$ cat src/rtl/y86_pkg.sv
// y86_pkg: shared Y86-64 constants, status codes and write-back FSM state type
// Contents: DATA_W, icode constants IHALT..IPOPQ, register ids RRSP/RNONE,
// status codes AOK/HLT/ADR/INS, wb_state_t and the status priority function.
package y86_pkg;
    localparam int DATA_W = 64;
    localparam logic [3:0] IHALT   = 4'h0;
    localparam logic [3:0] INOP    = 4'h1;
    localparam logic [3:0] IRRMOVQ = 4'h2;
    localparam logic [3:0] IIRMOVQ = 4'h3;
    localparam logic [3:0] IRMMOVQ = 4'h4;
    localparam logic [3:0] IMRMOVQ = 4'h5;
    localparam logic [3:0] IOPQ    = 4'h6;
    localparam logic [3:0] IJXX    = 4'h7;
    localparam logic [3:0] ICALL   = 4'h8;
    localparam logic [3:0] IRET    = 4'h9;
    localparam logic [3:0] IPUSHQ  = 4'hA;
    localparam logic [3:0] IPOPQ   = 4'hB;
    localparam logic [3:0] RRSP    = 4'h4;
    localparam logic [3:0] RNONE   = 4'hF;
    localparam logic [2:0] AOK     = 3'd1;
    localparam logic [2:0] HLT     = 3'd2;
    localparam logic [2:0] ADR     = 3'd3;
    localparam logic [2:0] INS     = 3'd4;
    typedef enum logic {RUN, HALTED} wb_state_t;
    function automatic logic [2:0] wb_status(input logic pc_invalid, input logic ins_invalid,
                                             input logic [3:0] icode, input logic mem_addr_err);
        return pc_invalid ? ADR : ins_invalid ? INS : icode == IHALT ? HLT : mem_addr_err ? ADR : AOK;
    endfunction
endpackage

$ cat src/rtl/y86_regfile.sv
// y86_regfile: program register file, two combinational reads, two writes (M port wins)
// Ports: clk, rst_n (async, active-low); we, dst_e/val_e, dst_m/val_m write ports;
// src_a/src_b -> val_a/val_b read ports, RNONE reads as 0.
// WB_BYPASS_EN: reads forward the write data committing on the coming edge.
module y86_regfile
    import y86_pkg::*;
#(
    parameter int DATA_W = 64,
    parameter int NREGS  = 15
) (
    input  logic              clk,
    input  logic              rst_n,
    input  logic              we,
    input  logic [3:0]        dst_e,
    input  logic [3:0]        dst_m,
    input  logic [DATA_W-1:0] val_e,
    input  logic [DATA_W-1:0] val_m,
    input  logic [3:0]        src_a,
    input  logic [3:0]        src_b,
    output logic [DATA_W-1:0] val_a,
    output logic [DATA_W-1:0] val_b
);
    logic [DATA_W-1:0] regs [NREGS];
    always_ff @(posedge clk or negedge rst_n) begin
        if (!rst_n) begin
            for (int i = 0; i < NREGS; i++) regs[i] <= '0;
        end else if (we) begin
            if (dst_e != RNONE) regs[dst_e] <= val_e;
            // Later assignment wins, so popq %rsp keeps the loaded value.
            if (dst_m != RNONE) regs[dst_m] <= val_m;
        end
    end
`ifdef WB_BYPASS_EN
    assign val_a = src_a == RNONE ? '0 : we && src_a == dst_m ? val_m : we && src_a == dst_e ? val_e : regs[src_a];
    assign val_b = src_b == RNONE ? '0 : we && src_b == dst_m ? val_m : we && src_b == dst_e ? val_e : regs[src_b];
`else
    assign val_a = src_a == RNONE ? '0 : regs[src_a];
    assign val_b = src_b == RNONE ? '0 : regs[src_b];
`endif
endmodule

$ cat src/rtl/y86_writeback.sv
// y86_writeback: Y86-64 SEQ write-back/commit stage with sticky halt
// Ports: clk, rst_n (async, active-low); wb_valid, icode, ifun, cnd, r_a, r_b,
// val_e, val_m, pc_invalid, ins_invalid, mem_addr_err from memory stage;
// src_a/src_b -> val_a_rd/val_b_rd decode reads; stat, halted, retired status.
// Optional macro WB_BYPASS_EN: same-cycle forwarding on the read ports.
module y86_writeback
    import y86_pkg::*;
#(
    parameter int DATA_W = 64,
    parameter int NREGS  = 15
) (
    input  logic              clk,
    input  logic              rst_n,
    input  logic              wb_valid,
    input  logic [3:0]        icode,
    input  logic [3:0]        ifun,
    input  logic              cnd,
    input  logic [3:0]        r_a,
    input  logic [3:0]        r_b,
    input  logic [DATA_W-1:0] val_e,
    input  logic [DATA_W-1:0] val_m,
    input  logic              pc_invalid,
    input  logic              ins_invalid,
    input  logic              mem_addr_err,
    input  logic [3:0]        src_a,
    input  logic [3:0]        src_b,
    output logic [DATA_W-1:0] val_a_rd,
    output logic [DATA_W-1:0] val_b_rd,
    output logic [2:0]        stat,
    output logic              halted,
    output logic [63:0]       retired
);
    wb_state_t  state, state_nx;
    logic [2:0] st;
    logic [3:0] dst_e, dst_m;
    logic       run, we, unused_ifun;
    assign unused_ifun = ^ifun;
    assign st = wb_status(pc_invalid, ins_invalid, icode, mem_addr_err);
    assign run = state == RUN;
    assign we = wb_valid && run && st == AOK;
    assign halted = state == HALTED;
    always_comb begin
        dst_e = (icode == IRRMOVQ && cnd) || icode == IIRMOVQ || icode == IOPQ ? r_b :
                icode inside {ICALL, IRET, IPUSHQ, IPOPQ} ? RRSP : RNONE;
        dst_m = icode inside {IMRMOVQ, IPOPQ} ? r_a : RNONE;
        state_nx = run && wb_valid && st != AOK ? HALTED : state;
    end
    always_ff @(posedge clk or negedge rst_n) begin
        if (!rst_n) state <= RUN;
        else state <= state_nx;
    end
    always_ff @(posedge clk or negedge rst_n) begin
        if (!rst_n) begin
            stat    <= AOK;
            retired <= '0;
        end else if (run && wb_valid) begin
            stat <= st;
            if ((st == AOK || st == HLT) && ~&retired) retired <= retired + 64'd1;
        end
    end
    y86_regfile #(.DATA_W(DATA_W), .NREGS(NREGS)) u_rf (
        .clk   (clk),
        .rst_n (rst_n),
        .we    (we),
        .dst_e (dst_e),
        .dst_m (dst_m),
        .val_e (val_e),
        .val_m (val_m),
        .src_a (src_a),
        .src_b (src_b),
        .val_a (val_a_rd),
        .val_b (val_b_rd)
    );
endmodule

$ cat config.mk
export PLATFORM = sky130hd
export DESIGN_NAME = y86_writeback
export DESIGN_NICKNAME = d
export VERILOG_FILES = /design/src/rtl/y86_pkg.sv /design/src/rtl/y86_regfile.sv /design/src/rtl/y86_writeback.sv
export SDC_FILE = /design/constraint.sdc
export NUM_CORES = 2
export LEC_CHECK = 0
export CORE_ASPECT_RATIO = 0.75
export CORE_MARGIN = 1
export CORE_UTILIZATION = 33
export DETAILED_ROUTE_END_ITERATION = 8
export SETUP_SLACK_MARGIN = 0.5
export SLEW_MARGIN = 20
export SYNTH_ARGS = -nofsm -noshare
export SYNTH_HDL_FRONTEND = slang
export SYNTH_HIERARCHICAL = 1
export SYNTH_SLANG_ARGS = --single-unit
$ cat constraint.sdc
create_clock -name clk -period 4.1 [get_ports clk]
set_input_delay 1.025 -clock clk [delete_from_list [all_inputs] [get_ports clk]]
set_output_delay 1.025 -clock clk [all_outputs]
set_load 0.005 [all_outputs]
---- Word-level counts from Yosys, hierarchy flattened ----
Cells that the tools add are included.
cells by class
  $add $sub $neg .......................... 1
  magnitude comparators ................... 6
  equality and inequality tests ........... 15
  mux-type cells .......................... 24
  bitwise gates (word level) .............. 5
  reductions and logical operators ........ 16
operator list
  cell                   number
  $mux 960               3
  $bwmux 960             2
  $bmux 64 s4            2
  $demux 64 s4           2
  $mux 64                8
  $add 64x1->64 const B  1
  $reduce_and 64->1      1
  $eq 4x4->1 const B     6
  $ge 5x5->1 const B     4
  $not 4->5              4
  $mux 4                 3
  $lt 5x1->1 const B     2
  $eq 4x2->1 const B     2
  $eq 4x3->1 const B     2
  $ne 4x4->1 const B     2
  $logic_and 1x1->1      7
  $mux 3                 2
  $logic_not 4->1        1
  $mux 2                 2
  $reduce_bool 4->1      1
  $eq 3x1->1 const B     1
  $eq 3x2->1 const B     1
  $logic_or 1x1->1       3
  $ne 3x1->1 const B     1
  other kinds (4)        4
storage, ports and cells
  flip-flop bits (word level) ............. 1028
  input bits .............................. 159
  output and inout port bits .............. 196
  word-level logic and storage cells ...... 85

---- Longest topological paths before layout ----
  depth after elaboration ................. 15
  mapped depth ............................ 13

---- Modules after synthesis ----
The synthesis kept the hierarchy.
by module, submodules not included
  module         times used  cells each  area an instance (um^2)  sequential area each (um^2)
  y86_regfile    1           6153        58394.8                  24023.0
  y86_writeback  1           348         3545.9                   1702.9

---- Worst setup path after synthesis ----
No wires, ideal clock.
  kind .................................... input -> register
  start ................................... in icode[0]
  end ..................................... reg u_rf/regs[579] (netlist name)
  setup time .............................. 137 ps
  arrival ................................. 3336 ps
  data required time ...................... 3963 ps
  path slack .............................. 627 ps
  stages on the path ...................... 10
  path buffers ............................ 3
  cell sequence ........................... o31ai_1 nor2_1 o21ai_0 buf_4 and4bb_2 o21a_1 buf_2 buf_4 nor2_1 a21oi_1
between the ends
  cells in the longest elaborated chain, start to end .. 15
ends and longest elaborated chain
  element                                                             RTL line             source
  start: declaration                                                  y86_writeback.sv:15  input logic [3:0] icode,
  parallel branches: the longest is 4 deep, another holds $eq 4x4->1  --
  $mux 4 *                                                            y86_writeback.sv:43  dst_e = (icode == IRRMOVQ && cnd) || icode == IIRMOVQ || icode == IOPQ ? r_b :
  net dst_e[1]                                                        y86_writeback.sv:35  logic [3:0] dst_e, dst_m;
  $not 4->5 (not written as such)                                     y86_regfile.sv:28    if (dst_e != RNONE) regs[dst_e] <= val_e;
  $ge 5x5->1 (not written as such) or $lt 5x1->1 (tied branches)      y86_regfile.sv:28
  $logic_and 1x1->1 (not written as such)                             y86_regfile.sv:28
  $mux 64 (not written as such)                                       y86_regfile.sv:28
  $demux 64 s4                                                        y86_regfile.sv:28
  $bwmux 960                                                          y86_regfile.sv:28
  $mux 960 *                                                          y86_regfile.sv:28
  $mux 960 *                                                          y86_regfile.sv:27    end else if (we) begin
  $bwmux 960                                                          y86_regfile.sv:30    if (dst_m != RNONE) regs[dst_m] <= val_m;
  $mux 960 *                                                          y86_regfile.sv:30
  end signal: indexed assignment                                      y86_regfile.sv:28
  end signal: indexed assignment                                      y86_regfile.sv:30
  end: declaration                                                    y86_regfile.sv:23    logic [DATA_W-1:0] regs [NREGS];
Mark *: on every way through the listed nets, which the timed path passes. The select of a mux whose other input is x is not followed.
A chain may end at the register's enable or synchronous reset.

---- Worst setup path after layout ----
  start ................................... in src_b[0]
  end ..................................... out val_b_rd[11]
between the ends
  cells in the longest elaborated chain, start to end .. 5
ends and longest elaborated chain
  element                                      RTL line             source
  start: declaration                           y86_writeback.sv:26  input logic [3:0] src_b,
  $not 4->5 (not written as such)              y86_regfile.sv:38    assign val_b = src_b == RNONE ? '0 : regs[src_b];
  $bmux 64 s4                                  y86_regfile.sv:38
  $mux 64 (not written as such) (2 in series)  y86_regfile.sv:38
  $mux 64 *                                    y86_regfile.sv:38
  end: declaration                             y86_writeback.sv:28  output logic [DATA_W-1:0] val_b_rd,
Every way passes the cells marked *; elsewhere a longest branch is shown, timed or not. The select of a mux whose other input is x is not followed.

==> run metrics <==
initial DRC count=10600; initial antenna violation count=26; Synth top area share=0.415; Switch Pwr=7.39 mW; DR vias=around 66000; Synth Register Bits=slightly above 1000; Peak Freq=about 240 MHz; Clock Sinks=1028; Tot GR Track Use=0.325; CTS H-tree lvls=3; die outline width=502 microns; Final Hold Violating Endpoints=0; Critical Path Fanout Max=5; # Max-Cap Violations=0; post-DP HPWL=186 mm; RSZ-0062 raised after global routing=true; Fillers=between 15000 and 20000; PD cells=304 mW/mm^2; Comb pwr share=0.172; CTS Buffer Depth=3; failing checks=setup timing; Synth warnings=6; area leader, netlist=dfrtp_1; total gr overflow=0; maximum VDD drop=0.364 mV; root buffer cell=clkbuf_16; worst setup margin=-0.0195 ns; core area=about 0.19 sq mm; Slew HR=0.196; Async S/R FF share, synth=1.00; worst-skew pair later-pin latency=roughly 0.8 ns; Worst Path Required=around 3.1 ns; final setup violation count=2; switch share=0.283; Post-Syn Instances=about 6500; min Tclk post-route=slightly above 4 ns; number of global-route vias before repair=approximately 63000; Slew Viols, Final=0; Worst Skew=slightly below 0.02 ns; first-pass GRT wire length=452 mm; I/O pin count=355; syn_area_per_cell=between 9 and 10 sq um; Worst Tran Pin Value=approximately 1.2 ns; Seq/Total Area, Yosys=0.415; First-pass DRT Iterations=9; top cells by area, synth=dfrtp_1, mux4_2, o22ai_1, a21oi_1, nor2_1; crit end category=primary output; Die Y-Extent=between 300 and 400 microns; row count=137; Clock power frac=0.433; Starting Density=0.333; drt wl/cell=about 33 microns; Cell variety after synth=81; non-filler instance count after layout=a little under 10000; commonest non-fill, non-tap cell in the layout=nor2_1; CTS tree=built; CTS Buf Count=110; mapped cell area=0.0619 sq mm; fraction of layout instances using a drive strength above 1=0.299; Layout Nets=approximately 7400; Hold Path Class=primary input to asynchronous set/reset pin; final WL=~320 mm; prevailing post-synth register cell=dfrtp_1; Cells after DPL=9206; Seq pwr share=0.395; worst hold slack=0.168 ns; Syn Nets=around 6700; WS Path Type=primary input to primary output; crit start category=primary input; DR vias/cell=6.71; Post-DRT Antenna Nets=0; Area Overhead vs Synth=38.7%; Post-synth EDFFs=0; total die area=approximately 0.19 sq mm; DRC errors left=0; internal reg-to-reg setup slack=a little under 1 ns; internal power=approximately 19 mW; CP arrival=about 3.1 ns; Final Cycle Share=1.00; P_leak=around 36 nW; status=finished with violations; largest net degree at the start of global routing=between 100 and 150; commonest non-fill, non-tap cells in the layout=nor2_1, dfrtp_1, a21oi_1; gpl congestion=0.931; clk slew on worst S/H paths=roughly 0.06 ns; Buffers on Ports=350
[repair_timing]
| item | CTS | global route |
|---|---|---|
| cloned | 35 | 9 |
| pin swaps | 186 | 137 |
| hold buffers | 0 | 0 |
| resized for setup | 1265 | 355 |
| endpoints found under the setup margin | 128 | 191 |
| buffers inserted | 208 | 145 |
[sequential cells by signal, summed over array words and instances, names as in the netlist]
register   count
stat           3
retired       64
u_rf/regs    960
halted         1
[final timing paths]
| kind | start | endpoint | cells after the start |
|---|---|---|---|
| worst max register to register | retired[48]$_DFFE_PN0P_ | retired[1]$_DFFE_PN0P_ | 7 |
| worst min register to register | halted$_DFFE_PN0P_ | halted$_DFFE_PN0P_ | 1 |
| max in group asynchronous | rst_n | u_rf/regs[776]$_DFFE_PN0P_ | 3 |
| worst min-delay path | rst_n | u_rf/regs[429]$_DFFE_PN0P_ | 1 |
| worst max-delay path | src_b[0] | val_b_rd[11] | 12 |
| min in group clk | halted$_DFFE_PN0P_ | halted$_DFFE_PN0P_ | 1 |
[metal layers]
layer,part of all wire,global-route usage
met4,0.062,0.178
met2,0.42,0.457
met3,0.15,0.127
met5,0.00081,0
met1,0.37,0.423
[worst max-delay path, cell delays in order]
cell and delay, ns:
buf_16 0.13, buf_12 0.13, buf_16 0.14, buf_8 0.12, buf_8 0.12, mux4_2 0.50
nor2b_4 0.14, a211oi_2 0.25, buf_4 0.20, a2111oi_4 0.04, buf_4 0.18, buf_6 0.10
[final cells by class]
type / count / area (sq um) / area share
Sequential cell: 1028 / 25700 / 0.299
Clock inverter: 52 / 714 / 0.00831
Clock buffer: 157 / 3260 / 0.0380
Multi-Input combinational cell: 4667 / 36800 / 0.428
Tap cell: 2502 / 3130 / 0.0364
Antenna cell: 18 / 45.0 / 0.000524
Timing Repair Buffer: 1399 / 16300 / 0.189
Inverter: 7 / 26.3 / 0.000306
[synth_stat cells (all sizes together) (4+ instances only)]
library cell and number:
buf 389, nand2b 9, and4bb 7, a211oi 384, a22o 84, nor4 17
mux2i 256, o2bb2ai 69, a21boi 6, nand4b 9, o21ai 26, xor2 39
nor3 24, nand4 25, inv 7, or4b 5, nand4bb 8, a221o 25
and3 7, o32ai 6, or4 4, nand3 27, clkbuf 410, or2 31
nor4b 12, xnor2 24, a2111oi 129, nor3b 6, a21oi 850, o21a 10
o22ai 849, nor2 1073, nor2b 264, and2 24, mux4 256, nand2 80
dfrtp 1027
[metrics by stage]
| step | cell area (sq um) | util | setup TNS (ns) | setup slack (ns) | power [mW] |
|---|---|---|---|---|---|
| final | 85900 | 0.462 | -0.0291 | -0.0195 | 26.1 |
| after global routing | 85900 | 0.461 | 0 | 0.00611 | 26.6 |
| after detailed placement | 72000 | 0.387 | -62.88 | -0.861 | 13.8 |
| after global placement | 72000 | 0.387 | -61.85 | -0.983 | 13.8 |
| after floorplan | 61900 | - | 0 | 0.627 | 11.9 |
| after CTS | 83000 | 0.446 | -1.40 | -0.149 | 25.7 |
[cell families (layout without fill, tap and decap cells)]
family | Yosys count | count (layout) | share of synthesized area
mux | 513 | 513 | 0.135
other cells | 0 | 18 | 0
buf+inv | 806 | 1615 | 0.0625
compound gates | 2449 | 2449 | 0.253
simple gates | 1641 | 1641 | 0.126
flops | 1028 | 1028 | 0.415
fa+ha+maj | 1 | 1 | 0.000202
xor+xnor | 63 | 63 | 0.00891
[power by group through the flow]
stage               combinational [mW]  sequential [mW]  clock (mW)
global placement                  3.27             10.5           0
finish                            4.49             10.3        11.3
floorplan                         1.41             10.5           0
CTS                               4.07             10.3        11.3
global route                      4.60             10.3        11.7
detailed placement                3.29             10.5           0
Power figures use the tool's default switching activity.
